### config.mk
export PLATFORM = sky130hd
export DESIGN_NAME = tff_bank_counter
export DESIGN_NICKNAME = d
export VERILOG_FILES = /design/src/rtl/tff_pkg.sv /design/src/rtl/t_ff_cell.sv /design/src/rtl/tff_bank_counter.sv
export SDC_FILE = /design/constraint.sdc
export NUM_CORES = 1
export LEC_CHECK = 0
export CORE_ASPECT_RATIO = 0.8
export CORE_MARGIN = 2
export CORE_UTILIZATION = 46
export CTS_CLUSTER_DIAMETER = 100
export DETAILED_ROUTE_END_ITERATION = 6
export PLACE_DENSITY_LB_ADDON = 0.08
export RECOVER_POWER = 25
export SKIP_LAST_GASP = 1
export SYNTH_ARGS = -nofsm -noshare
export SYNTH_HDL_FRONTEND = slang
export SYNTH_SLANG_ARGS = --single-unit
export TNS_END_PERCENT = 10
### constraint.sdc
create_clock -name Clock -period 2.15 [get_ports Clock]
set_input_delay 0.5375 -clock Clock [delete_from_list [all_inputs] [get_ports Clock]]
set_output_delay 0.5375 -clock Clock [all_outputs]
set_load 0.01 [all_outputs]
### src/rtl/tff_pkg.sv
// rtl/tff_pkg.sv - mode encodings for the T flip-flop bank counter
package tff_pkg;

    typedef enum logic [1:0] {
        MODE_TOGGLE = 2'b00,
        MODE_UP     = 2'b01,
        MODE_DOWN   = 2'b10,
        MODE_HOLD   = 2'b11
    } tff_mode_e;

endpackage

### src/rtl/t_ff_cell.sv
// rtl/t_ff_cell.sv - single T flip-flop cell with asynchronous reset to RstVal
module t_ff_cell (
    input  logic Clock,
    input  logic Reset_n,
    input  logic RstVal,
    input  logic T,
    output logic Q,
    output logic Qb
);

    logic q_q;
    logic q_d;

    assign q_d = q_q ^ T;

    always_ff @(posedge Clock or negedge Reset_n) begin
        if (!Reset_n) begin
            q_q <= RstVal;
        end else begin
            q_q <= q_d;
        end
    end

    assign Q  = q_q;
    assign Qb = ~q_q;

endmodule

### src/rtl/tff_bank_counter.sv
// rtl/tff_bank_counter.sv - WIDTH-bit T flip-flop bank with toggle/up/down/hold modes
module tff_bank_counter
    import tff_pkg::*;
#(
    parameter int                      WIDTH     = 8,
    parameter longint unsigned         MODULUS   = 64'd1 << WIDTH,
    parameter logic [WIDTH-1:0]        RESET_VAL = '0
) (
    input  logic             Clock,
    input  logic             Reset_n,
    input  logic             En,
    input  logic             Load,
    input  logic [WIDTH-1:0] D,
    input  logic [1:0]       Mode,
    input  logic [WIDTH-1:0] T,
    output logic [WIDTH-1:0] Q,
    output logic [WIDTH-1:0] Qb,
    output logic             Wrap
);

    // Modulus compares run one bit wider so MODULUS = 2**WIDTH is representable.
    localparam logic [WIDTH:0]   MOD_W  = MODULUS[WIDTH:0];
    localparam logic [WIDTH:0]   LAST_W = MOD_W - {{WIDTH{1'b0}}, 1'b1};
    localparam logic [WIDTH-1:0] LAST_Q = LAST_W[WIDTH-1:0];

    logic [WIDTH-1:0] q_next;
    logic [WIDTH-1:0] teff;
    logic [WIDTH:0]   q_ext;
    logic             wrap_d;
    logic             wrap_q;
    tff_mode_e        mode;

    assign q_ext = {1'b0, Q};
    assign mode  = tff_mode_e'(Mode);

    always_comb begin
        q_next = Q;
        wrap_d = 1'b0;
        if (En) begin
            if (Load) begin
                q_next = ({1'b0, D} < MOD_W) ? D : LAST_Q;
            end else begin
                case (mode)
                    MODE_TOGGLE: q_next = Q ^ T;
                    MODE_UP: begin
                        if (q_ext >= LAST_W) begin
                            q_next = '0;
                            wrap_d = 1'b1;
                        end else begin
                            q_next = Q + {{(WIDTH-1){1'b0}}, 1'b1};
                        end
                    end
                    MODE_DOWN: begin
                        if (Q == '0 || q_ext >= MOD_W) begin
                            q_next = LAST_Q;
                            wrap_d = 1'b1;
                        end else begin
                            q_next = Q - {{(WIDTH-1){1'b0}}, 1'b1};
                        end
                    end
                    default: q_next = Q;
                endcase
            end
        end
    end

    // Cells only ever see a toggle vector, loads included.
    assign teff = Q ^ q_next;

    for (genvar i = 0; i < WIDTH; i++) begin : g_cell
        t_ff_cell u_cell (
            .Clock  (Clock),
            .Reset_n(Reset_n),
            .RstVal (RESET_VAL[i]),
            .T      (teff[i]),
            .Q      (Q[i]),
            .Qb     (Qb[i])
        );
    end

    always_ff @(posedge Clock or negedge Reset_n) begin
        if (!Reset_n) begin
            wrap_q <= 1'b0;
        end else begin
            wrap_q <= wrap_d;
        end
    end

    assign Wrap = wrap_q;

endmodule

==> results.json, run 1 <==
{
  "setup_viol": 0,
  "hold_slack_ns": 0.586,
  "final_hold_viol_count": 0,
  "cts_hold_buffers": 0,
  "pwr-share-clk_pct": 13.4,
  "antenna_found_initial": 0,
  "start_util_pct": 48.2,
  "syn-instance-count": 153,
  "antenna_cells": 0,
  "switching_share_pct": 40.5,
  "grt_max_degree": 15,
  "fin_area_um2": 1600,
  "wl_met3_um": 266,
  "max_freq_mhz": 477,
  "slew_headroom_pct": 68.5,
  "synth_area_leaders": "dfrtp_1, buf_4, ha_1",
  "yosysTopAreaCell": "dfrtp_1",
  "first_pass_iters": 4,
  "grt_remaining_overflow": 0,
  "worst_pin_slew_ns": 0.468,
  "cts-root-buf": "clkbuf_4",
  "peakVddDrop_v": 0.000225,
  "max_stage_delay_ns": 0.49,
  "clkTransAtPathRegs_ns": 0.06,
  "clock_path_buffers": 2,
  "status": "finished, final reports clean",
  "num_io_pins": 39,
  "cts.sinks": 9,
  "synth_flop_cell": "dfrtp_1",
  "drive_above_1_share_pct": 14.0,
  "met2_length_mm": 1.59,
  "slew_violations": 0,
  "grt_pass1_wl_mm": 5.68,
  "period_share_pct": 97.6,
  "io_buffers": 38,
  "die_w_um": 60.3,
  "p_int_mw": 0.563,
  "drc": 0,
  "fin_cells": 222,
  "syn_nets": 182,
  "numCtsBuffers": 3,
  "crit_chain": "clkdlybuf4s50_1 -> inv_1 -> ha_1 -> mux2_2 -> a2111oi_0 -> a21oi_1 -> a2bb2oi_1",
  "synth.distinct_cells": 44,
  "synth_edf_count": 0,
  "ys_ff_latch": 9,
  "final_cell_mix": "clkdlybuf4s50_1, buf_4, inv_1",
  "yosysSeqAreaShare_pct": 19.3,
  "crit_slowest_cell": "clkdlybuf4s50_1",
  "post_cts_buffers": 0,
  "gp_congestion": 0.875,
  "holdCritPathClass": "reg2reg",
  "crit_cells": 7,
  "critPathMaxFanout": 3,
  "crit_family": "compound AO/OA/AOI/OAI gates",
  "grt_pass1_vias": 1176,
  "layout_min_cycle_time_ns": 2.10,
  "drt_iter0_drc": 68,
  "postPlaceCellArea_um2": 1570,
  "ys_async_sr_fraction_pct": 100,
  "combPwrFrac_pct": 63.1,
  "syn_area_um2": 1170,
  "drtAntennaViolNets": 0,
  "cts_resized": 0,
  "yosysWarningCount": 0,
  "core.rowCount": 16,
  "clkLatencyLatePin_ns": 0.25,
  "post_drt_wl_per_cell_um": 15.6,
  "fin_nets": 216,
  "num_vias": 1287,
  "ff2ff_path_depth": 6,
  "wl_met1_mm": 1.59,
  "rsz0062_at_grt": "no",
  "power_density_nw_per_um2": 593,
  "core_um2": 2420,
  "htreeDepth": 1,
  "p_leak_nw": 0.641,
  "synth_top_area_share_pct": 19.3,
  "highest_layer": "met4",
  "avgSynthCellArea_um2": 7.63,
  "path_class": "in2reg",
  "power.net_switching_mw": 0.383,
  "post_drt_via_cell_ratio": 5.80,
  "die_area_um2": 2960,
  "dieHeight_um": 49.1,
  "cp.required_ns": 2.29,
  "power.share.sequential_pct": 23.6,
  "final_common_cell": "clkdlybuf4s50_1",
  "whs_path_depth": 2,
  "grtUsageTotal_pct": 25.3,
  "fin_util_pct": 65.9,
  "start_kind": "input pin",
  "path_buf_inv": 2,
  "drv_cap": 0,
  "hpwl_mm": 2.76,
  "fin_worst_skew_ns": 0.00418,
  "end_kind": "flop",
  "area_growth_pct": 36.7,
  "dp.cells": 218,
  "cts_tree": "done",
  "worst-endpoint-arrival_ns": 2.24,
  "wl_mm": 3.47
}
==> cell type report <==
class	instances	area [um^2]
well taps	36	45.0
flip-flops and latches	9	225
clock buffers	4	26.3
inverters	14	52.6
fillers	221	827
repair buffers	57	523
multi-input cells	102	723
==> per-stage QoR <==
stage               total power [mW]  worst slack (ns)  TNS, ns
global route                    1.01           0.00483        0
detailed placement             0.812            -0.197    -1.26
floorplan                      0.607             0.204        0
finish                         0.946            0.0521        0
global placement               0.803            -0.182   -0.763
CTS                            0.942            0.0633        0
==> per-layer routing <==
layer	vias up	track usage, %
met3	2	0.796
met4	0	8.15
met2	62	37.7
met5	-	0
met1	603	38.6
li1	620	-
==> worst reg2reg max path, stage by stage, from the launching register on <==
cell       delay (ns)
dfrtp_1          0.37
inv_1            0.09
ha_1             0.31
mux2_2           0.33
a2111oi_0        0.42
a21oi_1          0.08
a2bb2oi_1        0.14
==> synthesized netlist by cell type, drive strengths merged, types with 2 or more instances <==
cell type / count
o21ai: 5
nand4: 2
o31ai: 2
buf: 19
inv: 14
xor2: 2
a21oi: 4
a21o: 2
a311oi: 2
ha: 7
nand2b: 6
a31oi: 8
clkbuf: 9
nand3: 7
a221oi: 2
nor3: 3
a211oi: 3
nor4: 2
or3: 2
nand2: 8
o22ai: 8
dfrtp: 9
xnor2: 3
nor2: 5
a2bb2oi: 2
==> path summary, 6_finish.rpt <==
path,startpoint,end,slack [ns]
max,Mode[0],flop,0.05
min,flop,flop,0.59
max reg2reg,flop,flop,0.31
min reg2reg,flop,flop,0.59
max in group asynchronous,Reset_n,asynchronous set/reset pin,1.21
min in group asynchronous,Reset_n,asynchronous set/reset pin,0.65
==> cell families (layout without fill, tap and decap cells) <==
kind of cell	after synthesis	count (layout)	share of synthesized area, %
adder cells (fa/ha/maj)	7	7	7.50
AND/OR/NAND/NOR	40	40	19.8
XOR/XNOR	5	5	3.75
buffers and inverters	42	75	19.0
multiplexers	1	1	0.965
flip-flops	9	9	19.3
AO/OA/AOI/OAI	49	49	29.7
==> power groups by stage <==
| stage | logic (mW) | registers, mW | clock network, mW |
|---|---|---|---|
| 6_report | 0.597 | 0.223 | 0.127 |
| 5_1_grt | 0.641 | 0.226 | 0.144 |
| 4_1_cts | 0.589 | 0.223 | 0.130 |
| 3_5_place_dp | 0.587 | 0.226 | 0 |
| 3_3_place_gp | 0.580 | 0.224 | 0 |
| 2_1_floorplan | 0.380 | 0.227 | 0 |
Note: power is estimated with default switching activity, not from simulation.
==> run 2: changes to the inputs <==
--- a/config.mk
+++ b/config.mk
@@ -6,12 +6,13 @@
 export NUM_CORES = 1
 export LEC_CHECK = 0
 export CORE_ASPECT_RATIO = 0.8
-export CORE_MARGIN = 2
+export CORE_MARGIN = 5
 export CORE_UTILIZATION = 46
 export CTS_CLUSTER_DIAMETER = 100
 export DETAILED_ROUTE_END_ITERATION = 6
 export PLACE_DENSITY_LB_ADDON = 0.08
 export RECOVER_POWER = 25
+export SETUP_SLACK_MARGIN = 0.1
 export SKIP_LAST_GASP = 1
 export SYNTH_ARGS = -nofsm -noshare
 export SYNTH_HDL_FRONTEND = slang
==> results.json, run 2 (same netlist as run 1, synthesis figures left out) <==
{
  "cts_hold_buffers": 0,
  "die_area_um2": 3650,
  "fin_nets": 217,
  "layout_min_cycle_time_ns": 2.02,
  "area_growth_pct": 41.8,
  "critPathMaxFanout": 10,
  "cp.required_ns": 1.61,
  "drt_iter0_drc": 126,
  "gp_congestion": 0.918,
  "post_drt_wl_per_cell_um": 15.7,
  "wl_mm": 3.50,
  "max_stage_delay_ns": 0.55,
  "slew_violations": 0,
  "setup_viol": 0,
  "p_leak_nw": 0.675,
  "start_kind": "flop",
  "final_common_cell": "clkdlybuf4s50_1",
  "finalWorstSetupSlack_ns": 0.135,
  "holdCritPathClass": "reg2reg",
  "peakVddDrop_v": 0.000226,
  "post_drt_via_cell_ratio": 5.78,
  "first_pass_iters": 4,
  "num_vias": 1290,
  "max_freq_mhz": 496,
  "grt_pass1_wl_mm": 5.60,
  "fin_worst_skew_ns": 0.00553,
  "worst_pin_slew_ns": 0.466,
  "slew_headroom_pct": 68.7,
  "crit_family": "buffers and inverters",
  "grtUsageTotal_pct": 20.3,
  "status": "finished, final reports clean",
  "drc": 0,
  "clkLatencyLatePin_ns": 0.27,
  "rsz0062_at_grt": "yes",
  "grt_max_degree": 15,
  "core_um2": 2440,
  "grt_pass1_vias": 1194,
  "end_kind": "primary output",
  "clock_path_buffers": 2,
  "antenna_cells": 0,
  "hpwl_mm": 2.80,
  "drtAntennaViolNets": 0,
  "grt_remaining_overflow": 0,
  "fin_util_pct": 67.8,
  "postPlaceCellArea_um2": 1570,
  "fin_area_um2": 1660,
  "cts-root-buf": "clkbuf_4",
  "path_class": "reg2out",
  "r2r_slack_ns": 0.28,
  "worst-endpoint-arrival_ns": 1.48,
  "ff2ff_path_depth": 5,
  "core.rowCount": 16,
  "final_hold_viol_count": 0,
  "drive_above_1_share_pct": 17.1,
  "numCtsBuffers": 3,
  "crit_chain": "inv_1 -> clkdlybuf4s50_1",
  "finalPower_mw": 0.969,
  "htreeDepth": 1,
  "drv_cap": 0,
  "io_buffers": 38,
  "final_cell_mix": "clkdlybuf4s50_1, buf_4, inv_1",
  "dieHeight_um": 55.1,
  "clkTransAtPathRegs_ns": 0.06,
  "crit_slowest_cell": "clkdlybuf4s50_1",
  "path_buf_inv": 2,
  "antenna_found_initial": 0,
  "cts_tree": "done",
  "start_util_pct": 47.8,
  "dp_slack_ns": -0.256,
  "power_density_nw_per_um2": 585,
  "num_io_pins": 39,
  "whs_path_depth": 2,
  "die_w_um": 66.3,
  "cts.sinks": 9,
  "period_share_pct": 93.7
}
## run 2: final cells by class
class / count / area, um^2
clock buffers: 4 / 26.3
fillers: 233 / 787
multi-input cells: 102 / 758
flip-flops and latches: 9 / 225
well taps: 36 / 45.0
inverters: 14 / 52.6
repair buffers: 58 / 548
## run 2: how the worst max path moves through the flow
stage,startpoint,endpoint,slack (ns),depth (start not counted)
2_1_floorplan,flop,flop,0.20,7
3_3_place_gp,Mode[0],flop,-0.18,7
3_5_place_dp,Mode[0],flop,-0.26,7
4_1_cts,Mode[0],flop,0.06,7
5_1_grt,flop,Qb[4],0.09,3
6_report,flop,Qb[2],0.13,2
## run 2: per-stage QoR
| step | TNS (ns) | hold slack (ns) | std cells |
|---|---|---|---|
| 2_1_floorplan | 0 | 0.242 | 153 |
| 3_3_place_gp | -0.764 | 0.566 | 217 |
| 3_5_place_dp | -1.31 | 0.576 | 217 |
| 4_1_cts | 0 | 0.584 | 223 |
| 5_1_grt | 0 | 0.637 | 223 |
| 6_report | 0 | 0.585 | 223 |
## run 2: per-layer routing
layer	share of wire, %	wire, um	track usage (%)
met5	0	0	0
met4	0.97	34	6.42
met3	10	354	2.83
met2	45	1580	33.3
met1	44	1530	27.8
## run 2: power breakdown
| group | switching [mW] | internal, mW |
|---|---|---|
| Combinational | 0.307 | 0.303 |
| Clock | 0.0627 | 0.0717 |
| Sequential | 0.0264 | 0.198 |
## run 2: worst register-to-register path: stages, from the launching register on
cell and delay (ns):
dfrtp_1 0.51, or4_4 0.50, nor4_4 0.29, buf_4 0.20
a311oi_2 0.05, a31oi_1 0.23
## run 2: timing repair
item	in CTS	in global routing
pin swaps	1	2
endpoints found under the hold margin	0	0
endpoints found under the setup margin	3	9
gates cloned	0	0
buffers inserted	2	0
resized for setup	1	10
==> run 3: changes to the inputs <==
--- a/config.mk
+++ b/config.mk
@@ -7,7 +7,7 @@
 export LEC_CHECK = 0
 export CORE_ASPECT_RATIO = 0.8
 export CORE_MARGIN = 5
-export CORE_UTILIZATION = 46
+export CORE_UTILIZATION = 49
 export CTS_CLUSTER_DIAMETER = 100
 export DETAILED_ROUTE_END_ITERATION = 6
 export PLACE_DENSITY_LB_ADDON = 0.08
==> constraint.sdc (replaced) <==
create_clock -name Clock -period 2.4 [get_ports Clock]
set_input_delay 0.6 -clock Clock [delete_from_list [all_inputs] [get_ports Clock]]
set_output_delay 0.6 -clock Clock [all_outputs]
set_load 0.01 [all_outputs]
==> results.json, run 3 (same netlist as run 1, synthesis figures left out) <==
{
  "fin_worst_skew_ns": 0.00396,
  "drive_above_1_share_pct": 10.1,
  "start_util_pct": 52.7,
  "final_common_cell": "clkdlybuf4s50_1",
  "fin_cells": 204,
  "hpwl_mm": 2.80,
  "slew_violations": 0,
  "tns_ns": 0,
  "antenna_cells": 0,
  "post_drt_wl_per_cell_um": 17.1,
  "dieHeight_um": 53.7,
  "drv_cap": 0,
  "final_cell_mix": "clkdlybuf4s50_1, inv_1, buf_4",
  "drt_iter0_drc": 58,
  "cp.required_ns": 2.54,
  "grt_pass1_vias": 1234,
  "fin_area_um2": 1530,
  "cts-root-buf": "clkbuf_4",
  "dp.cells": 200,
  "first_pass_iters": 4,
  "clock_path_buffers": 2,
  "wl_mm": 3.48,
  "start_kind": "input pin",
  "grt.met1_usage_pct": 30.4,
  "grtUsageTotal_pct": 21.7,
  "worst_pin_slew_ns": 0.504,
  "core.rowCount": 15,
  "peakVddDrop_v": 0.000197,
  "die_area_um2": 3460,
  "holdCritPathClass": "reg2reg",
  "area_growth_pct": 30.9,
  "grt_remaining_overflow": 0,
  "pwr-share-clk_pct": 13.9,
  "setup_viol": 0,
  "path_class": "in2reg",
  "rsz0062_at_grt": "yes",
  "grt_use_met3_pct": 1.67,
  "cts_tree": "done",
  "cts_hold_buffers": 0,
  "postPlaceCellArea_um2": 1500,
  "status": "finished, final reports clean",
  "grt_max_degree": 13,
  "switching_share_pct": 41.1,
  "drtAntennaViolNets": 0,
  "top_usage_layer": "met2",
  "end_kind": "flop",
  "drc": 0,
  "power.share.sequential_pct": 25.3,
  "grt_pass1_wl_mm": 5.84,
  "final_hold_viol_count": 0,
  "combPwrFrac_pct": 60.9,
  "worst-endpoint-arrival_ns": 2.32,
  "p_leak_nw": 0.608,
  "worstSetupStartpoint": "Mode[1]",
  "period_share_pct": 90.8,
  "fin_nets": 209,
  "power.net_switching_mw": 0.346,
  "hold_slack_ns": 0.629,
  "htreeDepth": 1,
  "core_um2": 2210,
  "num_vias": 1281,
  "clkLatencyLatePin_ns": 0.26,
  "io_buffers": 38,
  "die_w_um": 64.6,
  "slew_headroom_pct": 66.1,
  "p_int_mw": 0.495,
  "antenna_found_initial": 0,
  "numCtsBuffers": 3,
  "num_io_pins": 39,
  "max_freq_mhz": 459,
  "finalWorstSetupSlack_ns": 0.221,
  "post_cts_buffers": 0,
  "cts.sinks": 9,
  "layout_min_cycle_time_ns": 2.18,
  "critPathMaxFanout": 3,
  "clkTransAtPathRegs_ns": 0.05,
  "use_met2_pct": 36.3,
  "gp_congestion": 0.893,
  "dp_slack_ns": -0.0262,
  "post_drt_via_cell_ratio": 6.28,
  "power_density_nw_per_um2": 550
}
==> run 3: worst max-delay path: stages <==
cell and delay [ns]:
clkdlybuf4s50_1 0.51, inv_1 0.08, ha_1 0.20, mux2_2 0.27
a2111oi_1 0.43, a21oi_1 0.08, a2bb2oi_1 0.15
==> run 3: layout make-up <==
| type | count | area, um^2 |
|---|---|---|
| clock buffers | 4 | 26.3 |
| inverters | 14 | 52.6 |
| repair buffers | 50 | 470 |
| well taps | 25 | 31.3 |
| flip-flops and latches | 9 | 225 |
| multi-input cells | 102 | 722 |
| fillers | 196 | 687 |
==> run 3: timing repair <==
item / CTS / global route
hold endpoints to repair: 0 / 0
setup endpoints to repair: 0 / 3
gates resized for setup: 0 / 1
==> run 3: final timing paths <==
kind	end	slack, ns	depth (start not counted)
setup reg to reg	flop	0.43	4
hold reg to reg	flop	0.63	2
hold / removal	flop	0.63	2
max in group asynchronous	asynchronous set/reset pin	1.43	1
min in group asynchronous	asynchronous set/reset pin	0.69	1
setup / recovery	flop	0.22	7
==> run 3: through the flow <==
step,util (%),power (mW)
after floorplan,-,0.544
after global placement,67.7,0.709
after detailed placement,67.7,0.718
after CTS,68.9,0.834
after global routing,69.0,0.894
final,69.0,0.841
==> run 3: layer usage <==
metal,routed length [um],share of wire [%]
met1,1590,46
met2,1560,45
met3,301,8.6
met4,30,0.86
met5,0,0
==> run 3: power by group through the flow <==
| stage | Sequential, mW | Clock, mW | Combinational, mW |
|---|---|---|---|
| 2_1_floorplan | 0.203 | 0 | 0.341 |
| 4_1_cts | 0.212 | 0.116 | 0.506 |
| 3_3_place_gp | 0.213 | 0 | 0.495 |
| 5_1_grt | 0.218 | 0.121 | 0.555 |
| 6_report | 0.212 | 0.116 | 0.512 |
| 3_5_place_dp | 0.215 | 0 | 0.503 |
